`src/rtl/xintf_dpbram_slave_if.sv`:
```
// XINTF bus bundle between the TMS320 external interface and the
// FPGA-side dual-port RAM bridge. Signal names carry the direction as
// seen from the FPGA (slave) side.
interface xintf_dpbram_slave_if;
  logic        i_xintf_zcs_n;
  logic        i_xintf_rd_n;
  logic        i_xintf_we_n;
  logic [8:0]  i_xintf_addr;
  logic [15:0] i_xintf_data;
  logic [15:0] o_xintf_data;
  logic        o_xintf_data_oe;

  // DSP side drives strobes, address and write data
  modport master (
    output i_xintf_zcs_n,
    output i_xintf_rd_n,
    output i_xintf_we_n,
    output i_xintf_addr,
    output i_xintf_data,
    input  o_xintf_data,
    input  o_xintf_data_oe
  );

  // FPGA bridge samples the bus and returns read data
  modport slave (
    input  i_xintf_zcs_n,
    input  i_xintf_rd_n,
    input  i_xintf_we_n,
    input  i_xintf_addr,
    input  i_xintf_data,
    output o_xintf_data,
    output o_xintf_data_oe
  );
endinterface

```
`src/rtl/xintf_dpbram_slave.sv`:
```
// DSP-side bridge of the shared XINTF dual-port RAM. Asynchronous XINTF
// read/write strobes are synchronized, edge-detected and turned into
// single-cycle port-B RAM accesses. Writes to 0x1FE ring the block
// transfer doorbell; reads of 0x1FF return a status word.
module xintf_dpbram_slave #(
  parameter int SYNC_STAGES = 2,
  parameter int DSP_BASE    = 128
) (
  input  logic                       i_clk,
  input  logic                       i_rst,
  xintf_dpbram_slave_if.slave        xintf,
  output logic [8:0]                 o_ram_addr,
  output logic [15:0]                o_ram_din,
  output logic                       o_ram_we,
  output logic                       o_ram_ce,
  input  logic [15:0]                i_ram_dout,
  input  logic                       i_w_valid,
  output logic                       o_w_ready,
  output logic                       o_r_valid,
  output logic [7:0]                 o_err_cnt,
  output logic [2:0]                 o_state
);

  localparam int              FILL_W     = $clog2(SYNC_STAGES + 1);
  localparam logic [FILL_W-1:0] FILL_DONE = FILL_W'(SYNC_STAGES);
  localparam logic [8:0]      DSP_BASE_A = 9'(DSP_BASE);
  localparam logic [8:0]      ADDR_DB    = 9'h1FE;
  localparam logic [8:0]      ADDR_STAT  = 9'h1FF;

  typedef enum logic [2:0] {
    ST_IDLE      = 3'd0,
    ST_RD_ADDR   = 3'd1,
    ST_RD_DATA   = 3'd2,
    ST_RD_HOLD   = 3'd3,
    ST_WR_COMMIT = 3'd4,
    ST_DOORBELL  = 3'd5
  } state_t;

  // True for addresses the DSP is allowed to commit into RAM
  function automatic logic is_dsp_addr(input logic [8:0] a);
    return (a >= DSP_BASE_A) && (a <= 9'h1FD);
  endfunction

  state_t                 state_q, state_d;
  logic [SYNC_STAGES-1:0] cs_sync_q, cs_sync_d;
  logic [SYNC_STAGES-1:0] rd_sync_q, rd_sync_d;
  logic [SYNC_STAGES-1:0] we_sync_q, we_sync_d;
  logic [FILL_W-1:0]      fill_q, fill_d;
  logic                   rdcs_prev_q, rdcs_prev_d;
  logic                   we_prev_q, we_prev_d;
  logic                   we_arm_q, we_arm_d;
  logic [8:0]             addr_q, addr_d;
  logic [15:0]            data_q, data_d;
  logic [15:0]            xdata_q, xdata_d;
  logic                   oe_q, oe_d;
  logic [8:0]             ram_addr_q, ram_addr_d;
  logic [15:0]            ram_din_q, ram_din_d;
  logic                   ram_we_q, ram_we_d;
  logic                   ram_ce_q, ram_ce_d;
  logic                   ack_pend_q, ack_pend_d;
  logic                   w_ready_q, w_ready_d;
  logic                   r_valid_q, r_valid_d;
  logic [7:0]             err_cnt_q, err_cnt_d;

  logic        cs, rd, we, rdcs, sync_ready;
  logic        rd_start, we_end;
  logic        err_inc, db_ack_set, w_fire;
  logic [15:0] status_word;

  // Synchronizers, edge detection, FSM and registered output next-state
  always_comb begin
    cs_sync_d = {cs_sync_q[SYNC_STAGES-2:0], xintf.i_xintf_zcs_n};
    rd_sync_d = {rd_sync_q[SYNC_STAGES-2:0], xintf.i_xintf_rd_n};
    we_sync_d = {we_sync_q[SYNC_STAGES-2:0], xintf.i_xintf_we_n};

    cs   = ~cs_sync_q[SYNC_STAGES-1];
    rd   = ~rd_sync_q[SYNC_STAGES-1];
    we   = ~we_sync_q[SYNC_STAGES-1];
    rdcs = cs & rd;

    // Until the synchronizers hold real samples after reset, the history
    // flops are pinned so a strobe held through reset cannot look like an edge.
    sync_ready = (fill_q == FILL_DONE);
    if (sync_ready) begin
      fill_d      = fill_q;
      rdcs_prev_d = rdcs;
      we_prev_d   = we;
    end else begin
      fill_d      = fill_q + FILL_W'(1);
      rdcs_prev_d = 1'b1;
      we_prev_d   = 1'b0;
    end
    // A write cycle only counts once its strobe has been seen inactive
    we_arm_d = we_arm_q | (sync_ready & ~we);

    rd_start = rdcs & ~rdcs_prev_q;
    we_end   = cs & ~we & we_prev_q & we_arm_q;

    status_word = {13'b0, ack_pend_q, i_w_valid, 1'b1};

    state_d    = state_q;
    addr_d     = addr_q;
    data_d     = data_q;
    xdata_d    = xdata_q;
    err_inc    = 1'b0;
    db_ack_set = 1'b0;
    r_valid_d  = 1'b0;

    case (state_q)
      ST_IDLE: begin
        if (rd_start) begin
          state_d = ST_RD_ADDR;
          addr_d  = xintf.i_xintf_addr;
          // A write ending in the same cycle loses to the read
          err_inc = we_end;
        end else if (we_end) begin
          state_d = ST_WR_COMMIT;
          addr_d  = xintf.i_xintf_addr;
          data_d  = xintf.i_xintf_data;
        end else begin
          state_d = ST_IDLE;
        end
      end
      ST_RD_ADDR: begin
        state_d = ST_RD_DATA;
      end
      ST_RD_DATA: begin
        if (addr_q == ADDR_STAT) begin
          xdata_d = status_word;
        end else begin
          xdata_d = i_ram_dout;
        end
        state_d = ST_RD_HOLD;
      end
      ST_RD_HOLD: begin
        if (!rdcs) begin
          state_d = ST_IDLE;
        end else begin
          state_d = ST_RD_HOLD;
        end
      end
      ST_WR_COMMIT: begin
        if (addr_q == ADDR_DB) begin
          state_d = ST_DOORBELL;
        end else begin
          err_inc = ~is_dsp_addr(addr_q);
          state_d = ST_IDLE;
        end
      end
      ST_DOORBELL: begin
        r_valid_d  = data_q[0];
        db_ack_set = data_q[1];
        state_d    = ST_IDLE;
      end
      default: begin
        state_d = ST_IDLE;
      end
    endcase

    // RAM port outputs are registered copies for the state being entered
    if (state_d == ST_RD_ADDR) begin
      ram_ce_d   = 1'b1;
      ram_we_d   = 1'b0;
      ram_addr_d = addr_d;
      ram_din_d  = 16'h0000;
    end else if ((state_d == ST_WR_COMMIT) && is_dsp_addr(addr_d)) begin
      ram_ce_d   = 1'b1;
      ram_we_d   = 1'b1;
      ram_addr_d = addr_d;
      ram_din_d  = data_d;
    end else begin
      ram_ce_d   = 1'b0;
      ram_we_d   = 1'b0;
      ram_addr_d = 9'h000;
      ram_din_d  = 16'h0000;
    end

    oe_d = (state_d == ST_RD_HOLD);

    // Doorbell acknowledge: one pulse per pending request, extra requests absorbed
    w_fire     = ack_pend_q & i_w_valid;
    w_ready_d  = w_fire;
    ack_pend_d = (ack_pend_q & ~w_fire) | db_ack_set;

    if (err_inc && (err_cnt_q != 8'hFF)) begin
      err_cnt_d = err_cnt_q + 8'd1;
    end else begin
      err_cnt_d = err_cnt_q;
    end
  end

  // State and output registers with asynchronous reset
  always_ff @(posedge i_clk or posedge i_rst) begin
    if (i_rst) begin
      state_q     <= ST_IDLE;
      cs_sync_q   <= {SYNC_STAGES{1'b1}};
      rd_sync_q   <= {SYNC_STAGES{1'b1}};
      we_sync_q   <= {SYNC_STAGES{1'b1}};
      fill_q      <= {FILL_W{1'b0}};
      rdcs_prev_q <= 1'b1;
      we_prev_q   <= 1'b0;
      we_arm_q    <= 1'b0;
      addr_q      <= 9'h000;
      data_q      <= 16'h0000;
      xdata_q     <= 16'h0000;
      oe_q        <= 1'b0;
      ram_addr_q  <= 9'h000;
      ram_din_q   <= 16'h0000;
      ram_we_q    <= 1'b0;
      ram_ce_q    <= 1'b0;
      ack_pend_q  <= 1'b0;
      w_ready_q   <= 1'b0;
      r_valid_q   <= 1'b0;
      err_cnt_q   <= 8'h00;
    end else begin
      state_q     <= state_d;
      cs_sync_q   <= cs_sync_d;
      rd_sync_q   <= rd_sync_d;
      we_sync_q   <= we_sync_d;
      fill_q      <= fill_d;
      rdcs_prev_q <= rdcs_prev_d;
      we_prev_q   <= we_prev_d;
      we_arm_q    <= we_arm_d;
      addr_q      <= addr_d;
      data_q      <= data_d;
      xdata_q     <= xdata_d;
      oe_q        <= oe_d;
      ram_addr_q  <= ram_addr_d;
      ram_din_q   <= ram_din_d;
      ram_we_q    <= ram_we_d;
      ram_ce_q    <= ram_ce_d;
      ack_pend_q  <= ack_pend_d;
      w_ready_q   <= w_ready_d;
      r_valid_q   <= r_valid_d;
      err_cnt_q   <= err_cnt_d;
    end
  end

  assign xintf.o_xintf_data    = xdata_q;
  assign xintf.o_xintf_data_oe = oe_q;
  assign o_ram_addr = ram_addr_q;
  assign o_ram_din  = ram_din_q;
  assign o_ram_we   = ram_we_q;
  assign o_ram_ce   = ram_ce_q;
  assign o_w_ready  = w_ready_q;
  assign o_r_valid  = r_valid_q;
  assign o_err_cnt  = err_cnt_q;
  assign o_state    = state_q;

endmodule

```
`src/flat_wrapper.sv`:
```
// flat-port wrapper written by rule: the top's interface ports become plain ports
module xintf_dpbram_slave_flat 
#(
  parameter int SYNC_STAGES = 2,
  parameter int DSP_BASE    = 128
)
  (i_clk, i_rst, o_ram_addr, o_ram_din, o_ram_we, o_ram_ce, i_ram_dout, i_w_valid, o_w_ready, o_r_valid, o_err_cnt, o_state, xintf_i_xintf_zcs_n, xintf_i_xintf_rd_n, xintf_i_xintf_we_n, xintf_i_xintf_addr, xintf_i_xintf_data, xintf_o_xintf_data, xintf_o_xintf_data_oe);
  xintf_dpbram_slave_if xintf_i ();
  input  logic i_clk;
  input  logic i_rst;
  output logic [8:0] o_ram_addr;
  output logic [15:0] o_ram_din;
  output logic o_ram_we;
  output logic o_ram_ce;
  input  logic [15:0] i_ram_dout;
  input  logic i_w_valid;
  output logic o_w_ready;
  output logic o_r_valid;
  output logic [7:0] o_err_cnt;
  output logic [2:0] o_state;
  input wire logic [$bits(xintf_i.i_xintf_zcs_n)-1:0] xintf_i_xintf_zcs_n;
  input wire logic [$bits(xintf_i.i_xintf_rd_n)-1:0] xintf_i_xintf_rd_n;
  input wire logic [$bits(xintf_i.i_xintf_we_n)-1:0] xintf_i_xintf_we_n;
  input wire logic [$bits(xintf_i.i_xintf_addr)-1:0] xintf_i_xintf_addr;
  input wire logic [$bits(xintf_i.i_xintf_data)-1:0] xintf_i_xintf_data;
  output wire logic [$bits(xintf_i.o_xintf_data)-1:0] xintf_o_xintf_data;
  output wire logic [$bits(xintf_i.o_xintf_data_oe)-1:0] xintf_o_xintf_data_oe;
  assign xintf_i.i_xintf_zcs_n = xintf_i_xintf_zcs_n;
  assign xintf_i.i_xintf_rd_n = xintf_i_xintf_rd_n;
  assign xintf_i.i_xintf_we_n = xintf_i_xintf_we_n;
  assign xintf_i.i_xintf_addr = xintf_i_xintf_addr;
  assign xintf_i.i_xintf_data = xintf_i_xintf_data;
  assign xintf_o_xintf_data = xintf_i.o_xintf_data;
  assign xintf_o_xintf_data_oe = xintf_i.o_xintf_data_oe;
  xintf_dpbram_slave #(.SYNC_STAGES(SYNC_STAGES), .DSP_BASE(DSP_BASE)) u_core (.i_clk(i_clk), .i_rst(i_rst), .xintf(xintf_i), .o_ram_addr(o_ram_addr), .o_ram_din(o_ram_din), .o_ram_we(o_ram_we), .o_ram_ce(o_ram_ce), .i_ram_dout(i_ram_dout), .i_w_valid(i_w_valid), .o_w_ready(o_w_ready), .o_r_valid(o_r_valid), .o_err_cnt(o_err_cnt), .o_state(o_state));
endmodule
```
`config.mk`:
```
export PLATFORM = sky130hd
export DESIGN_NAME = xintf_dpbram_slave_flat
export DESIGN_NICKNAME = d
export VERILOG_FILES = /design/src/rtl/xintf_dpbram_slave_if.sv /design/src/rtl/xintf_dpbram_slave.sv /design/src/flat_wrapper.sv
export SDC_FILE = /design/constraint.sdc
export NUM_CORES = 1
export LEC_CHECK = 0
export ABC_AREA = 1
export CAP_MARGIN = 20
export CORE_MARGIN = 4
export CORE_UTILIZATION = 40
export CTS_BUF_LIST = sky130_fd_sc_hd__clkbuf_4 sky130_fd_sc_hd__clkbuf_8 sky130_fd_sc_hd__clkbuf_16
export DETAILED_ROUTE_END_ITERATION = 8
export GPL_TIMING_DRIVEN = 0
export HOLD_SLACK_MARGIN = 0.08
export PLACE_DENSITY = 0.77
export SYNTH_ARGS = -nofsm -noshare
export SYNTH_HDL_FRONTEND = slang
export SYNTH_SLANG_ARGS = --single-unit
export TNS_END_PERCENT = 20
```
`constraint.sdc`:
```
create_clock -name i_clk -period 3.1 [get_ports i_clk]
set_input_delay 0.62 -clock i_clk [delete_from_list [all_inputs] [get_ports i_clk]]
set_output_delay 0.62 -clock i_clk [all_outputs]
set_load 0.01 [all_outputs]
```
# Word-level counts from Yosys, hierarchy flattened
# Cells that the tools add are included.
[word_totals]
ff_bits = 94
input_bits = 47
out_inout_bits = 57
wordCells = 85
[op_classes]
addsub = 2
n_lt_le_gt_ge = 4
n_eq_ne = 12
muxes = 26
n_bitwise = 16
n_reduce_logical = 5
[op_table]
columns = ["operator", "count"]
rows = [
  ["$mux 16", 6],
  ["$mux 9", 5],
  ["$eq 9x9->1 const B", 2],
  ["$ge 9x8->1 const B", 2],
  ["$le 9x9->1 const B", 2],
  ["$pmux 3 s5", 1],
  ["$eq 3x2->1 const B", 3],
  ["$eq 3x3->1 const B", 3],
  ["$mux 1", 9],
  ["$mux 3", 3],
  ["$add 8x1->8 const B", 1],
  ["$and 1x1->1", 8],
  ["$ne 8x8->1 const B", 1],
  ["$eq 3x1->1 const B", 2],
  ["$not 1->1", 6],
  ["$logic_and 1x1->1", 4],
  ["$logic_not 3->1", 1],
  ["$add 2x1->2 const B", 1],
  ["$eq 2x2->1 const B", 1],
  ["$mux 2", 1],
  ["$or 1x1->1", 2],
  ["$pmux 1 s2", 1],
]

# Logic depth before layout (Yosys ltp)
[logic_depth]
word_depth = 12
ltp_mapped = 13
depth_no_buf = 12

# Least setup slack after synthesis
# OpenSTA, ideal clock, no wires.
[synth_timing]
kind = "reg-to-reg"
startpoint = "register u_core.state_q[0], in the netlist u_core.o_state[0]"
endpoint = "register u_core.ram_ce_q, in the netlist u_core.o_ram_ce"
setup_time_ns = 0.118
t_arrival_ns = 1.689
required_time_ns = 2.982
path_slack_ns = 1.293
path_stages_with_launch = 13
n_path_buf = 2
period_less_slack_ns = 1.807
path_cell_list = "dfrtp_1 inv_2 nand2_4 nor2_8 nand2_8 buf_12 nand3_2 nand2_4 nor2_2 nor2_8 nand2_8 buf_12 nand2_4"
[synth_between]
elab_chain_len = 7
elab_cells_between_ends = 15
classes_between = "order compare (2); eq/ne (6); mux (4); reduce/logical (3)"
[synth_lines]
columns = ["element", "line", "rtl"]
rows = [
  ["start: declaration", "xintf_dpbram_slave.sv:44", "state_t state_q, state_d;"],
  ["start signal: assignment", "xintf_dpbram_slave.sv:216", "state_q <= state_d;"],
  ["$logic_not 3->1 (*)", "xintf_dpbram_slave.sv:109", "case (state_q)"],
  ["$mux 9 (*)", "xintf_dpbram_slave.sv:109", ""],
  ["via u_core.addr_d[8]", "xintf_dpbram_slave.sv:52", "logic [8:0] addr_q, addr_d;"],
  ["$ge 9x8->1 / $le 9x9->1 (equally long branches)", "xintf_dpbram_slave.sv:41", "return (a >= DSP_BASE_A) && (a <= 9'h1FD);"],
  ["$logic_and 1x1->1 (*)", "xintf_dpbram_slave.sv:41", ""],
  ["$logic_and 1x1->1 (*)", "xintf_dpbram_slave.sv:166", "end else if ((state_d == ST_WR_COMMIT) && is_dsp_addr(addr_d)) begin"],
  ["$mux 1 (*)", "xintf_dpbram_slave.sv:166", ""],
  ["$mux 1 (*)", "xintf_dpbram_slave.sv:161", "if (state_d == ST_RD_ADDR) begin"],
  ["via u_core.ram_ce_d", "xintf_dpbram_slave.sv:59", "logic ram_ce_q, ram_ce_d;"],
  ["end signal: assignment", "xintf_dpbram_slave.sv:231", "ram_ce_q <= ram_ce_d;"],
  ["end: declaration", "xintf_dpbram_slave.sv:59", ""],
]
# Mark *: on every way through the listed nets, which the timed path passes. The rest lies on a longest branch.
# A chain may end at the register's enable or synchronous reset.

# Worst setup path after layout
[layout_timing]
startpoint = "register u_core.state_q[2], in the netlist u_core.o_state[2]"
endpoint = "output o_state[2]"
[layout_lines]
columns = ["element", "line", "rtl"]
rows = [
  ["end: declaration", "flat_wrapper.sv:20", "output logic [2:0] o_state;"],
]
# No word-level cell between the ends.

==> results.cfg <==
[sta]
tns_ns = 0
final-hold-violation-count = 0
whs_ns = 0.360
tightestPinTransition_ns = 0.555
finalCriticalPeriod_ns = 2.14
fmax_ghz = 0.468
slew_violations = 0
fin_worst_skew_ns = 0.0129
fin_crit_sh_pct = 68.9
rsz0062_at_grt = false
setup_ws_ns = 0.963
slew_headroom_pct = 62.8
setup_viol = 0

[grt]
grt_max_degree = 59
groute.usage.overall_pct = 16.0
grt_pass1_wl_um = 14700
overflow = 0
grt_pass1_vias = 3083
antenna_found_initial = 0

[synth]
ys_seq_elements = 94
syn-num-nets = 445
synth-adder-area-share_pct = 0.620
synth_cell_types = 31
synth_top_family_by_area = simple AND/OR/NAND/NOR gates
synth_mux_area_share_pct = 0
synth_warnings = 0
synth_compound_area_share_pct = 1.89
synth-simple-area-share_pct = 32.3
synth_xor_area_share_pct = 1.74
seq_area_frac_synth_pct = 58.5
postSynthCellCount = 396
syn-cell-area_um2 = 4030
synth_area_per_cell_um2 = 10.2

[placed_design]
pre_cts_ws_ns = 0.966
gp_congestion = 0.822
place_area_um2 = 5260
hpwlAfterDp_um = 6610
numPortBuffers = 103

[floorplanning]
die_w_um = 108
pin_count = 104
die-area_um2 = 11800
placeableCoreArea_um2 = 9820
start_util_pct = 41.1
die_h_um = 108
rows = 36

[setup_path]
start_kind = flip-flop
critPathBufInv = 1
critical_path.max_fanout = 6
path_cells = clkdlybuf4s50_1
setup.worst_path.class = flip-flop to output port
cp.arrival_ns = 1.52
cpLargestDelayFamily = buffers and inverters
worstPathRequired_ns = 2.48
endpoint_kind = output port
cp_slowest_stage_delay_ns = 0.63
crit_slowest_cell = clkdlybuf4s50_1

[cells_and_area]
synthToLayoutAreaGrowth_pct = 34.9
drive_gt1_share_pct = 16.5
antenna_cells = 0
nets = 560
stdcell_area_um2 = 5440
fin_util_pct = 55.4

[pwr]
power_density_nw_per_um2 = 730
vdd_drop_max_mv = 0.357
p_leak_nw = 2.61

[run_status]
outcome = completed

[route]
drtAntennaViolNets = 0
wl_per_cell_um = 13.6
wl_um = 8800
drc = 0
vias_per_cell = 4.60
drt-initial-drc-count = 166
first_pass_iters = 4
vias = 2986

[clock_network]
cts.path.max_buffers = 2
path_clk_slew_ns = 0.09
clock_sinks = 94
cts_tree = done
cts-resized-gates = 0
cts_post_setup_buffers_inserted = 0
htree_levels = 3
clockRootBuffer = clkbuf_8
holdBufCountCts = 0
cts_buffers = 9
clock_latency_ns = 0.36

[min_path]
holdCritPathClass = flip-flop to flip-flop

[run]
max_cap_viol_count = 0
==> state kept, by name, summed over array words and instances, names as in the netlist <==
signal                        cells
u_core.rd_sync_q                  2
u_core.ack_pend_q                 1
u_core.rdcs_prev_q                1
u_core.we_sync_q                  2
u_core.xintf.o_xintf_data_oe      1
u_core.o_state                    3
u_core.we_arm_q                   1
u_core.fill_q                     2
u_core.cs_sync_q                  2
u_core.we_prev_q                  1
u_core.o_ram_din                 16
u_core.xintf.o_xintf_data        16
u_core.o_ram_addr                 9
u_core.o_ram_we                   1
u_core.data_q                    16
u_core.o_ram_ce                   1
u_core.o_err_cnt                  8
u_core.addr_q                     9
u_core.o_r_valid                  1
u_core.o_w_ready                  1
==> synthesized netlist by cell type <==
master    instances  share of area [%]
nand2_1         127                 12
dfrtp_1          87                 54
nand3_1          34                4.2
inv_1            29                2.7
nor2_1           19                1.8
nand2_4          13                3.6
nor2_4           13                3.6
nand2_2          10                1.6
dfstp_2           7                4.6
nand3_2           6                1.5
o21ai_0           6               0.74
xnor2_1           6                1.3
a21oi_1           5               0.62
inv_2             4               0.37
nand2_8           4                2.0
buf_2             3               0.37
clkbuf_1          3               0.28
nand4_1           3               0.47
buf_12            2               0.99
ha_1              2               0.62
nor2_8            2               0.99
xor2_1            2               0.43
a21o_1            1               0.19
clkinv_1          1              0.093
inv_4             1               0.16
nand3b_1          1               0.19
nor2_2            1               0.16
nor3_1            1               0.12
nor3_2            1               0.25
o211ai_1          1               0.19
o22ai_1           1               0.16
==> layer usage <==
metal,GRT usage (%),wire [um],up-vias
met5,0,0,-
li1,-,-,1470
met4,6.31,138,0
met1,19.7,3610,1409
met2,25.9,4270,96
met3,5.55,782,11
==> power by group <==
| group | switching, mW | internal (mW) |
|---|---|---|
| Combinational | 0.834 | 0.651 |
| Clock | 0.451 | 0.301 |
| Sequential | 0.180 | 1.56 |
| Total | 1.47 | 2.51 |
==> cell type report <==
| cell class | instances | area (um^2) |
|---|---|---|
| fillers | 876 | 4380 |
| flip-flops and latches | 94 | 2360 |
| multi-input cells | 259 | 1470 |
| repair buffers | 104 | 1060 |
| well taps | 133 | 166 |
| inverters | 35 | 136 |
| clock buffers | 9 | 124 |
| plain buffers | 8 | 66.3 |
| clock inverters | 7 | 57.6 |
==> placed cells by master (no fill, tap or decap), types with 2 or more instances in the layout <==
cell type and n:
inv_2 4, clkinvlp_4 2, a21oi_1 5, inv_1 28, buf_12 2, nand2_4 13, clkbuf_1 3, xnor2_1 6
nand3_2 6, buf_2 3, dfrtp_1 87, clkbuf_8 9, nand2_1 127, o21ai_0 6, nor2_4 13, inv_4 2
nand2_2 10, nor2_8 2, xor2_1 2, dfstp_2 7, nand3_1 34, nor2_1 19, nand4_1 3, nand2_8 4
clkdlybuf4s50_1 103, ha_1 2, clkinv_4 2
==> path summary, 6_finish.rpt <==
kind | startpoint | to | slack, ns | cells past startpoint
max | u_core.o_state[2]$_DFF_PP0_ | o_state[2] | 0.96 | 1
min reg2reg | u_core.rd_sync_q[0]$_DFF_PP1_ | u_core.rd_sync_q[1]$_DFF_PP1_ | 0.36 | 0
min in group asynchronous | i_rst | u_core.o_ram_din[3]$_DFF_PP0_ | 0.63 | 2
max reg2reg | u_core.o_state[2]$_DFF_PP0_ | u_core.xintf.o_xintf_data[9]$_DFFE_PP0N_ | 1.03 | 5
min | u_core.rd_sync_q[0]$_DFF_PP1_ | u_core.rd_sync_q[1]$_DFF_PP1_ | 0.36 | 0
max in group asynchronous | i_rst | u_core.rdcs_prev_q$_DFF_PP1_ | 1.78 | 3
==> cell families after synthesis <==
logic type	count (synthesis)
adders and majority gates	2
xor gates and xnor gates	8
buffers and inverters	43
DFF	94
and+or+nand+nor	235
AOI/OAI and AO/OA	14
==> metrics by stage <==
step	power (mW)	std cells
after floorplan	2.66	396
after global placement	3.19	632
after detailed placement	3.27	633
after CTS	4.03	649
after global routing	4.27	649
final	3.97	649
No activity file was read; power rests on OpenSTA's default activity.
